File: src/rtl/tour_swap_ctrl_pkg.sv
// rtl/tour_swap_ctrl_pkg.sv - shared state encoding, checker-bus widths and index-width helper
package tour_swap_ctrl_pkg;

  typedef enum logic [2:0] {
    S_IDLE, S_INIT, S_FETCH, S_CHECK, S_WAIT, S_SWAP, S_NEXT, S_DONE
  } state_t;

  localparam int COORD_W = 8;
  localparam int DIFF_W  = 19;
  localparam int GAIN_W  = 24;

  function automatic int idx_w(input int n);
    return (n <= 2) ? 1 : $clog2(n);
  endfunction

endpackage

File: src/rtl/tour_swap_ctrl_ram.sv
// rtl/tour_swap_ctrl_ram.sv - tour_ram: N_CITY x IDX_W tour storage, one write port, one sync read port
module tour_ram #(
  parameter int N_CITY = 64,
  parameter int IDX_W  = 6
) (
  input  logic             clk,
  input  logic             fsm_sel,
  input  logic [IDX_W-1:0] fsm_addr,
  input  logic [IDX_W-1:0] rd_pos,
  input  logic             we,
  input  logic [IDX_W-1:0] waddr,
  input  logic [IDX_W-1:0] wdata,
  output logic [IDX_W-1:0] rdata
);

  logic [IDX_W-1:0] mem [N_CITY];
  logic [IDX_W-1:0] raddr;

  // External readout only gets the port while the optimiser is idle.
  assign raddr = fsm_sel ? fsm_addr : rd_pos;

  always_ff @(posedge clk) begin
    if (we) mem[waddr] <= wdata;
    rdata <= mem[raddr];
  end

endmodule

File: src/rtl/tour_swap_ctrl.sv
// rtl/tour_swap_ctrl.sv - adjacent-swap tour optimiser FSM; TOUR_SWAP_GAIN_EN enables total_gain accumulation
module tour_swap_ctrl
  import tour_swap_ctrl_pkg::*;
#(
  parameter int  N_CITY   = 64,
  parameter int  MAX_PASS = 16,
  localparam int IDX_W    = idx_w(N_CITY)
) (
  input  logic               clk,
  input  logic               rst,
  input  logic               start,
  output logic               busy,
  output logic               done,
  output logic               converged,
  output logic [7:0]         pass_cnt,
  output logic [15:0]        swap_cnt,
  output logic [IDX_W-1:0]   coord_addr,
  input  logic [COORD_W-1:0] coord_x,
  input  logic [COORD_W-1:0] coord_y,
  output logic               chk_rst,
  output logic [COORD_W-1:0] chk_x1,
  output logic [COORD_W-1:0] chk_y1,
  output logic [COORD_W-1:0] chk_x2,
  output logic [COORD_W-1:0] chk_y2,
  output logic [COORD_W-1:0] chk_x3,
  output logic [COORD_W-1:0] chk_y3,
  output logic [COORD_W-1:0] chk_x4,
  output logic [COORD_W-1:0] chk_y4,
  input  logic               chk_res,
  input  logic               chk_complete,
  input  logic [DIFF_W-1:0]  chk_diff,
  input  logic [IDX_W-1:0]   rd_pos,
  output logic [IDX_W-1:0]   rd_city,
  output logic [GAIN_W-1:0]  total_gain
);

  localparam logic [IDX_W:0]   N_W   = (IDX_W+1)'(N_CITY);
  localparam logic [IDX_W-1:0] LAST  = IDX_W'(N_CITY - 1);
  localparam logic [7:0]       MAX_P = 8'(MAX_PASS);

  state_t             state;
  logic [IDX_W-1:0]   i, c2, c3, tour_q, fsm_addr, waddr, wdata;
  logic [2:0]         k;
  logic               sw, pass_swapped, stale, we, chk_take;
  logic [COORD_W-1:0] vx [4];
  logic [COORD_W-1:0] vy [4];

  function automatic logic [IDX_W-1:0] wrap_pos(input logic [IDX_W-1:0] base, input logic [1:0] off);
    logic [IDX_W:0] s;
    s = {1'b0, base} + (IDX_W+1)'(off);
    if (s >= N_W) s = s - N_W;
    return s[IDX_W-1:0];
  endfunction

  assign fsm_addr   = wrap_pos(i, k[2:1]);
  assign we         = (state == S_INIT) || (state == S_SWAP);
  assign waddr      = (state == S_INIT) ? i : wrap_pos(i, sw ? 2'd2 : 2'd1);
  assign wdata      = (state == S_INIT) ? i : (sw ? c2 : c3);
  // complete is a stale level for the pulse cycle and the one after it
  assign chk_take   = (state == S_WAIT) && chk_complete && !chk_rst && !stale;
  assign coord_addr = tour_q;
  assign rd_city    = tour_q;
  assign chk_x1 = vx[0];
  assign chk_y1 = vy[0];
  assign chk_x2 = vx[1];
  assign chk_y2 = vy[1];
  assign chk_x3 = vx[2];
  assign chk_y3 = vy[2];
  assign chk_x4 = vx[3];
  assign chk_y4 = vy[3];

  tour_ram #(.N_CITY(N_CITY), .IDX_W(IDX_W)) u_tour_ram (
    .clk      (clk),
    .fsm_sel  (busy),
    .fsm_addr (fsm_addr),
    .rd_pos   (rd_pos),
    .we       (we),
    .waddr    (waddr),
    .wdata    (wdata),
    .rdata    (tour_q)
  );

  always_ff @(posedge clk) begin
    if (rst) begin
      state        <= S_IDLE;
      busy         <= 1'b0;
      done         <= 1'b0;
      converged    <= 1'b0;
      pass_cnt     <= '0;
      swap_cnt     <= '0;
      chk_rst      <= 1'b0;
      i            <= '0;
      k            <= '0;
      sw           <= 1'b0;
      pass_swapped <= 1'b0;
      stale        <= 1'b0;
    end else begin
      chk_rst <= 1'b0;
      stale   <= chk_rst;
      case (state)
        S_IDLE, S_DONE: if (start) begin
          state        <= S_INIT;
          busy         <= 1'b1;
          done         <= 1'b0;
          converged    <= 1'b0;
          pass_cnt     <= '0;
          swap_cnt     <= '0;
          pass_swapped <= 1'b0;
          i            <= '0;
        end
        S_INIT: begin
          if (i == LAST) begin
            i     <= '0;
            k     <= '0;
            state <= S_FETCH;
          end else begin
            i <= i + 1'b1;
          end
        end
        // even k: tour read issued, odd k: city on coord_addr, coord lands one k later
        S_FETCH: begin
          if (k == 3'd3) c2 <= tour_q;
          if (k == 3'd5) c3 <= tour_q;
          if (!k[0] && k != 3'd0) begin
            vx[k[2:1] - 2'd1] <= coord_x;
            vy[k[2:1] - 2'd1] <= coord_y;
          end
          k <= k + 3'd1;
          if (k == 3'd7) state <= S_CHECK;
        end
        S_CHECK: begin
          vx[3]   <= coord_x;
          vy[3]   <= coord_y;
          chk_rst <= 1'b1;
          state   <= S_WAIT;
        end
        S_WAIT: if (chk_take) begin
          state <= chk_res ? S_SWAP : S_NEXT;
          sw    <= 1'b0;
        end
        S_SWAP: begin
          sw <= 1'b1;
          if (sw) begin
            state        <= S_NEXT;
            pass_swapped <= 1'b1;
            if (swap_cnt != 16'hFFFF) swap_cnt <= swap_cnt + 16'd1;
          end
        end
        S_NEXT: begin
          k <= '0;
          if (i != LAST) begin
            i     <= i + 1'b1;
            state <= S_FETCH;
          end else begin
            i        <= '0;
            pass_cnt <= pass_cnt + 8'd1;
            if (!pass_swapped) begin
              state     <= S_DONE;
              busy      <= 1'b0;
              done      <= 1'b1;
              converged <= 1'b1;
            end else if (pass_cnt + 8'd1 == MAX_P) begin
              state     <= S_DONE;
              busy      <= 1'b0;
              done      <= 1'b1;
              converged <= 1'b0;
            end else begin
              pass_swapped <= 1'b0;
              state        <= S_FETCH;
            end
          end
        end
        default: state <= S_IDLE;
      endcase
    end
  end

`ifdef TOUR_SWAP_GAIN_EN
  logic [GAIN_W-1:0] gain;
  logic [GAIN_W:0]   gain_sum;

  assign gain_sum   = {1'b0, gain} + (GAIN_W+1)'(chk_diff);
  assign total_gain = gain;

  always_ff @(posedge clk) begin
    if (rst) begin
      gain <= '0;
    end else if ((state == S_IDLE || state == S_DONE) && start) begin
      gain <= '0;
    end else if (chk_take && chk_res) begin
      gain <= gain_sum[GAIN_W] ? '1 : gain_sum[GAIN_W-1:0];
    end
  end
`else
  logic unused_diff;
  assign unused_diff = ^chk_diff;
  assign total_gain  = '0;
`endif

endmodule

File: config.mk
export PLATFORM = sky130hd
export DESIGN_NAME = tour_swap_ctrl
export DESIGN_NICKNAME = d
export VERILOG_FILES = /design/src/rtl/tour_swap_ctrl_pkg.sv /design/src/rtl/tour_swap_ctrl_ram.sv /design/src/rtl/tour_swap_ctrl.sv
export SDC_FILE = /design/constraint.sdc
export NUM_CORES = 1
export LEC_CHECK = 0
export CAP_MARGIN = 0
export CORE_MARGIN = 3
export CORE_UTILIZATION = 45
export CTS_CLUSTER_DIAMETER = 50
export DETAILED_ROUTE_END_ITERATION = 6
export SLEW_MARGIN = 10
export SYNTH_ARGS = -nofsm -noshare
export SYNTH_HDL_FRONTEND = slang
export SYNTH_SLANG_ARGS = --single-unit
File: constraint.sdc
create_clock -name clk -period 4.6 [get_ports clk]
set_input_delay 1.38 -clock clk [delete_from_list [all_inputs] [get_ports clk]]
set_output_delay 1.38 -clock clk [all_outputs]
set_load 0.005 [all_outputs]
==> results of run 1 <==
state kept, by name (all words and copies together) (netlist names):
| signal | count |
|---|---|
| state | 3 |
| busy | 1 |
| c2 | 6 |
| pass_cnt | 8 |
| u_tour_ram.rdata | 6 |
| k | 3 |
| converged | 1 |
| c3 | 6 |
| done | 1 |
| swap_cnt | 16 |
| pass_swapped | 1 |
| sw | 1 |
| i | 6 |
| stale | 1 |
| vx | 32 |
| chk_rst | 1 |
| vy | 32 |
| u_tour_ram.mem | 384 |
how the worst max path moves through the flow:
stage,start,slack [ns],endpoint
2_1_floorplan,state[2],0.43,u_tour_ram.mem[0][0]
3_3_place_gp,rd_pos[1],0.43,u_tour_ram.rdata[1]
3_5_place_dp,rd_pos[1],0.40,u_tour_ram.rdata[4]
4_1_cts,i[0],0.76,u_tour_ram.rdata[4]
5_1_grt,i[0],0.54,u_tour_ram.rdata[4]
6_report,i[0],0.75,u_tour_ram.rdata[4]
per-layer routing:
metal | wire (um) | vias up | GRT usage [%] | share of wire, %
li1 | - | 6022 | - | -
met1 | 22300 | 6438 | 29.7 | 43
met2 | 24300 | 471 | 32.9 | 47
met3 | 3840 | 61 | 3.74 | 7.5
met4 | 878 | 2 | 4.53 | 1.7
met5 | 13 | - | 0 | 0.025
per-stage QoR:
stage / worst slack, ns / power [mW]
3_5_place_dp: 0.404 / 8.33
3_3_place_gp: 0.433 / 8.28
4_1_cts: 0.755 / 12.6
2_1_floorplan: 0.426 / 7.29
6_report: 0.751 / 12.5
5_1_grt: 0.538 / 13.0
power breakdown:
part | total (mW) | internal, mW | switching (mW)
clock network | 4.28 | 2.51 | 1.77
registers | 5.64 | 5.51 | 0.129
logic | 2.58 | 0.830 | 1.75
cells by family (layout without fill, tap and decap cells):
group                    after synthesis  in the layout  share of synthesized area, %
buffers and inverters                131            289                          3.54
AND/OR/NAND/NOR                      661            661                          14.3
XOR/XNOR                              26             26                          1.16
adder cells (fa/ha/maj)               14             14                         0.913
flip-flops                           509            509                          71.0
other                                  1             25                        0.0180
multiplexers                          49             49                          3.38
AO/OA/AOI/OAI                        166            166                          5.67
placed cells by master (no fill, tap or decap), drive strengths merged, types with 4 or more instances in the layout:
| cell type | instances |
|---|---|
| a2111oi | 19 |
| a211o | 6 |
| a211oi | 6 |
| a21oi | 41 |
| a31oi | 8 |
| a32oi | 19 |
| a41o | 6 |
| and2 | 6 |
| and3 | 24 |
| buf | 46 |
| bufinv | 5 |
| clkbuf | 66 |
| clkdlybuf4s50 | 130 |
| clkinv | 19 |
| clkinvlp | 4 |
| conb | 24 |
| dfxtp | 49 |
| edfxtp | 460 |
| ha | 12 |
| inv | 19 |
| mux2i | 32 |
| mux4 | 16 |
| nand2 | 293 |
| nand2b | 9 |
| nand3 | 108 |
| nand4 | 29 |
| nor2 | 134 |
| nor2b | 4 |
| nor3 | 12 |
| nor3b | 6 |
| nor4 | 13 |
| o21ai | 27 |
| o22ai | 11 |
| or3 | 6 |
| or4 | 5 |
| xnor2 | 10 |
| xor2 | 16 |
cell type report:
| cell class | count | area, sq um | share of cell area [%] |
|---|---|---|---|
| Tap cell | 600 | 751 | 3.05 |
| Timing Repair Buffer | 176 | 1730 | 7.05 |
| Inverter | 16 | 62.6 | 0.254 |
| Clock inverter | 31 | 327 | 1.33 |
| Antenna cell | 1 | 2.50 | 0.0102 |
| Multi-Input combinational cell | 940 | 5490 | 22.3 |
| Sequential cell | 509 | 14800 | 60.1 |
| Clock buffer | 66 | 1440 | 5.84 |
==> reports/metrics.csv, run 1 <==
metric,value,unit
clock transition at the registers of the reported paths,0.07,ns
largest net degree at the start of global routing,65,
leading area contributor after synthesis,edfxtp_1,
post-CTS resize count,0,
clock tree root driver cell,clkbuf_16,
synthesized area,20800,sq um
clock tree buffer depth,3,
Initial DRC Count,1129,
DRC,0,
slowest CP cell,o21ai_4,
outcome,finished clean,
number of synthesized flops with an enable pin,460,
vias in the first global route,12400,
Max-slew headroom,25.1,%
CTS Buf Count,53,
DP HPWL,32600,um
worst path arrival time,4.32,ns
RSZ-0062 raised after global routing,false,
final setup fails,0,
GPL Wtd Cong,0.846,
final period utilization,83.7,%
Starting Density,45.7,%
top cell type's share of synthesized area,66.3,%
WL per Instance,21.9,um
Tightest Pin Transition,1.12,ns
CP Cell Sequence,ha_1 > inv_1 > fa_1 > xor2_2 > o21ai_4 > mux4_2 > and2_0 > a2111oi_0 > buf_4 > a41o_1 > nor4_2,
Final Core Density,54.0,%
FF-to-FF Start,i[0],
register area share after synthesis,71.0,%
placed cell area,22800,sq um
Setup Crit Path Kind,register to register,
Die X,221,um
ys flop type,edfxtp_1,
critical path depth,11,
setup TNS,0,ns
post-route minimum period,3.85,ns
CTS tree,built,
cell family with most CP delay,compound AO/OA/AOI/OAI gates,
synth cell count leaders,"460 x edfxtp_1, 291 x nand2_1, 134 x nor2_1, 108 x nand3_1, 49 x dfxtp_1",
PortBufs,130,
CP Capture Type,register,
Non-Filler Instances,2339,
total placed cells including tap cells,2241,
Setup Skew,0.0152,ns
total number of vias,13000,
crit-path max cell delay,0.90,ns
hold path endpoint,stale,
Cells after Synth,1557,
core footprint,45600,sq um
hold path depth,1,
max-cap violations,0,
layout cells sized above 1,10.1,%
Mean Syn Cell Area,13.4,sq um
Via-to-Cell Ratio,5.56,
htree depth,2,
die footprint,48900,sq um
crit start category,register,
Cell variety after synth,78,
worst reg2reg setup slack,0.75,ns
remaining global-route overflow,0,
Highest Clock Rate,260,MHz
PwrDens,508,nW/um^2
first-pass GRT wire length,77900,um
most common cell in the netlist,edfxtp_1,
Area Overhead vs Synth,18.1,%
Layout fillers,3818,
"Slew Viols, Final",0,
Max VDD drop,0.000306,V
ys async rst share,0,%
Worst Hold Slack,0.489,ns
number of antenna-violating nets in the routed design,0,
ranking of synthesized cells by area,"edfxtp_1 66%, nand2_1 5.2%, dfxtp_1 4.7%, nand3_1 2.6%, nor2_1 2.4%",
Synth warnings,0,
Critical Path RT,5.07,ns
worst r2r dst,u_tour_ram.rdata[4],
Seq cells post-synth,509,
GRT Overall Usage,20.6,%
IO Count,174,
largest fanout on the critical path,29,
FF-to-FF path depth,11,
Post-Route WL,51300,um
worst hold start,chk_rst,
Site Rows,78,
clk sinks,509,
drt pass-1 iters,5,
initial antenna violation count,1,
Post-CTS Setup Inserts,0,
final hold vios,0,
fin area,24600,sq um
Final nets,1756,
CP Buf/Inv Count,2,
HP Class,register to register,
Leak,8.20,nW
hold buffers post-CTS,0,
worst skew pair latency,0.60,ns
Die Y,221,um
No activity file was read; power rests on OpenSTA's default activity.
==> run 2: changes to the inputs <==
==> constraint.sdc (replaced) <==
create_clock -name clk -period 3.9 [get_ports clk]
set_input_delay 1.17 -clock clk [delete_from_list [all_inputs] [get_ports clk]]
set_output_delay 1.17 -clock clk [all_outputs]
set_load 0.005 [all_outputs]
==> run 2 against run 1 <==
Sequential power rose by 18%. Via count rose by 2.0%. Worst setup slack lost 0.35 ns. Non-clock buffer count rose by 36. Register-to-register slack worse by 0.35 ns. Clock skew increased by 0.00059 ns. Combinational power is 22% higher. First-iteration DRC count up 1.1%. Critical endpoint is now u_tour_ram.mem[36][1].
==> reports/metrics.csv, run 2 (synthesis results as in run 1) <==
metric,value,unit
Antenna Cells,0,
PwrDens,592,nW/um^2
final period utilization,89.8,%
CTS tree,built,
DRC,0,
CTS Buf Count,56,
HP Class,register to register,
met2 GRT Util,34.3,%
overall power after layout,14.7,mW
"Slew Viols, Final",0,
GPL Wtd Cong,0.866,
Tightest Pin Transition,1.02,ns
Post-Route WL,52100,um
RSZ-0062 raised after global routing,false,
Multi-input gate area,5490,sq um
first-pass GRT wire length,79300,um
post-CTS resize count,0,
DP HPWL,33000,um
Top Registers,"u_tour_ram.mem (384), vx (32), vy (32)",
Max VDD drop,0.000390,V
clock tree buffer depth,3,
final hold vios,0,
slowest CP cell,nor2_1,
Worst Hold Slack,0.483,ns
total number of vias,13300,
GRT busiest layer,met2,
initial antenna violation count,0,
Setup Skew,0.0158,ns
Site Rows,78,
clk sinks,509,
CP Capture Type,register,
"commonest non-fill, non-tap cell in the layout",edfxtp_1,
Post-CTS Setup Inserts,0,
Critical Path RT,4.14,ns
Max-slew headroom,31.4,%
layout cells sized above 1,11.9,%
Die Y,221,um
Area Overhead vs Synth,19.4,%
met3 Usage GRT,4.25,%
Initial DRC Count,1141,
hold buffers post-CTS,0,
remaining global-route overflow,0,
WL per Instance,21.9,um
clock transition at the registers of the reported paths,0.06,ns
Via-to-Cell Ratio,5.57,
Starting Density,45.7,%
register area,14800,sq um
htree depth,2,
cell family with most CP delay,simple AND/OR/NAND/NOR gates,
Die X,221,um
"Top cell by count, worst path",nor2_1,
die footprint,48900,sq um
Setup Crit Path Kind,register to register,
CP Buf/Inv Count,0,
max-cap violations,0,
final setup fails,0,
largest fanout on the critical path,14,
largest net degree at the start of global routing,65,
post-route minimum period,3.50,ns
met1 GRT Util,28.8,%
worst skew pair latency,0.62,ns
IO Count,174,
Reg with most FFs,u_tour_ram.mem,
Final nets,1795,
Leak,8.40,nW
core footprint,45600,sq um
PortBufs,130,
clock tree root driver cell,clkbuf_16,
CP Cell Sequence,nor2b_1 > nand2_1 > nor2_1 > nor2_1 > o22a_1 > nand2b_1 > nor2_1,
worst path arrival time,3.75,ns
Layout fillers,3818,
GRT Overall Usage,21.0,%
crit start category,register,
number of antenna-violating nets in the routed design,0,
outcome,finished clean,
"commonest cells after routing, fill and taps aside","460 x edfxtp_1, 291 x nand2_1, 134 x nor2_1",
crit-path max cell delay,0.70,ns
max FFs per register,384,
Highest Clock Rate,286,MHz
vias in the first global route,13000,
drt pass-1 iters,5,
run 2: changes by cell type in the layout (fill, tap and decap cells not counted), moves of 2 or more:
cell,delta
inv_6,+3
clkbuf_1,+5
clkinv_2,+5
clkinvlp_4,-2
buf_4,+32
buf_12,+4
bufinv_16,-3
clkinv_4,-3
run 2: area by class of cell:
cell class	instances	share of cell area (%)
tap	600	3.02
multi-input combinational	940	22.1
clock buffer	72	5.95
inverter	16	0.251
timing repair buffer	212	8.25
sequential	509	59.4
clock inverter	31	1.01
run 2: metrics by stage:
stage / utilization [%] / instance area (sq um) / worst slack, ns / instances / TNS (ns)
after floorplan: - / 20900 / -0.274 / 1580 / -87.68
final: 54.6 / 24900 / 0.399 / 2380 / 0
after detailed placement: 50.8 / 23200 / 0.180 / 2277 / 0
after global placement: 50.8 / 23200 / 0.166 / 2277 / 0
after CTS: 54.6 / 24900 / 0.447 / 2380 / 0
after global routing: 54.6 / 24900 / 0.182 / 2380 / 0
run 2: metal layers:
metal | share of wire [%] | up-vias
li1 | - | 6086
met1 | 43 | 6603
met2 | 48 | 492
met3 | 7.3 | 77
met4 | 2.4 | 0
met5 | 0 | -
run 2: final timing paths:
kind	slack (ns)	depth (start not counted)	from	endpoint
setup reg to reg	0.40	7	state[0]	u_tour_ram.mem[36][1]
setup / recovery	0.40	7	state[0]	u_tour_ram.mem[36][1]
hold / removal	0.48	1	chk_rst	stale
hold reg to reg	0.48	1	chk_rst	stale
run 2: report_power, final:
part	total, mW	internal [mW]	switching, mW
combinational	3.16	1.04	2.11
sequential	6.64	6.51	0.128
clock	4.96	2.83	2.12
total	14.7	10.4	4.36
run 2: worst reg2reg max path, delay by kind of cell (launching register included):
kind	cells	cell delay, ns
simple gates	6	2.38
compound gates	1	0.21
flops	1	0.57
==> variant: new RTL, config.mk and constraints of run 1 <==
Register the output `chk_x2`, cleared by the reset; this adds one clock of latency there. The other outputs are not delayed to match.
--- a/src/rtl/tour_swap_ctrl.sv
+++ b/src/rtl/tour_swap_ctrl.sv
@@ -62,7 +62,13 @@
   assign rd_city    = tour_q;
   assign chk_x1 = vx[0];
   assign chk_y1 = vy[0];
-  assign chk_x2 = vx[1];
+  always_ff @(posedge clk) begin
+    if (rst) begin
+      chk_x2 <= '0;
+    end else begin
+      chk_x2 <= vx[1];
+    end
+  end
   assign chk_y2 = vy[1];
   assign chk_x3 = vx[2];
   assign chk_y3 = vy[2];
Formal check against the unedited RTL: no difference found for any inputs over 4 cycles, from zero or initial values and one cycle with rst high; that may be too few to reach the edited logic, so the function may still have changed.
==> variant against run 1 <==
Power shrank 4.3%. Setup slack improved by 0.044 ns. Area after synthesis hardly changed. Routed wire length grew 2.3%. Sequential cell count increased by 8. Die area is essentially flat. Count of clock-buffer cells in the layout grew 4. Synthesized cell count decreased by 1.8%. Critical path type unchanged. Sequential share of layout area is 0.35 points higher. Cell area rose by 0.50%.
==> variant: results (changes against run 1) <==
| Metric | Value |
|---|---|
| Status | `complete, no violations` |
| Initial antenna violation count | `0 (-1)` |
| CP startpoint | `i[0]` |
| DP Area | `23,000 sq um (+0.66%)` |
| Commonest cells in the synthesized netlist | `460 x edfxtp_1, 276 x nand2_1, 120 x nor2_1, 90 x nand3_1, 57 x dfxtp_1` |
| Global-route wire length before repair | `79,900 um (+2.4%)` |
| Largest stage delay on the critical path | `0.49 ns (-0.41 ns)` |
| Synth Area in XOR/XNOR | `1.05% (-0.11 points)` |
| Area share of fa/ha/maj cells after synthesis | `0.913% (about the same)` |
| Mux share of post-synthesis cell area | `4.11% (+0.73 points)` |
| Synthesized instance count | `1,529 (-1.8%)` |
| Placed cells | `2,222 (-0.85%)` |
| FILL cells | `3,728 (-2.4%)` |
| Place WS | `0.266 ns (-0.138 ns)` |
| Lkg Pwr | `8.27 nW (+0.85%)` |
| Final GP Congestion | `0.876 (+3.6%)` |
| Vias | `13,200 (+1.4%)` |
| Hold crit path type | `reg -> reg` |
| Num CTS Buffers | `54 (+1.9%)` |
| # diodes | `0 (-1)` |
| Clk_skew | `0.0199 ns (+0.00473 ns)` |
| GR Util met2 | `34.2% (+1.3 points)` |
| Crit path DAT | `4.22 ns (-0.10 ns)` |
| Number of flops mapped to enable cells by yosys | `460 (unchanged)` |
| GR Layer Usage met3 | `3.54% (-0.20 points)` |
| Post-synthesis sequential area ratio | `71.8% (+0.79 points)` |
| Share of cells above drive strength 1 | `9.87% (-0.20 points)` |
| Net count, final | `1,739 (-0.97%)` |
| VDD IR max | `0.000313 V (+2.2%)` |
| Worst-path maximum fanout | `10 (-66%)` |
| Min cycle time layout | `3.81 ns (-0.0441 ns)` |
| Slowest cell on the critical path | `dfxtp_1` |
| M1 GR Usage | `29.5% (-0.23 points)` |
| Library cells used by synthesis | `65 (-17%)` |
| Vias per cell | `5.67 (+2.1%)` |
| R2R Setup Slk | `0.79 ns (+0.04 ns)` |
| Actual slew at the worst max-slew pin | `1.17 ns (+0.0457 ns)` |
| Synth area leaders | `edfxtp_1 66%, dfxtp_1 5.5%, nand2_1 5.0%` |
| Total track usage | `21.2% (+0.60 points)` |
| Complex-gate fraction of the synthesized area | `5.81% (+0.14 points)` |
| Hold Path Sink | `chk_x2[1]` |
| Setup crit end | `u_tour_ram.rdata[5]` |
| Fin Hold WS | `0.452 ns (-0.0375 ns)` |
-- variant: cell count changes in the layout (fill, tap and decap cells not counted), sizes merged, moves of 14 or more --
cell          run 1  this run
nor2            134       120
nand3           108        90
nand2           293       276
mux2i            32        48
-- variant: metal layers --
metal / vias to the layer above / wire length, um
met5: - / 0
met4: 0 / 1500
met3: 94 / 3780
met2: 502 / 25300
met1: 6584 / 22000
li1: 5996 / -
-- variant: power by group --
part / internal (mW) / leakage, nW / total [mW] / switching, mW
logic: 0.731 / 2.81 / 2.14 / 1.41
registers: 5.48 / 4.62 / 5.61 / 0.135
clock network: 2.47 / 0.842 / 4.22 / 1.75
total: 8.68 / 8.27 / 12.0 / 3.29
-- variant: area by class of cell --
class	instances	area [sq um]	share of cell area, %
clock buffers	70	1470	5.96
clock inverters	29	248	1.00
inverters	12	47.5	0.192
multi-input cells	913	5460	22.1
flip-flops and latches	517	15000	60.5
well taps	600	751	3.04
repair buffers	181	1800	7.27
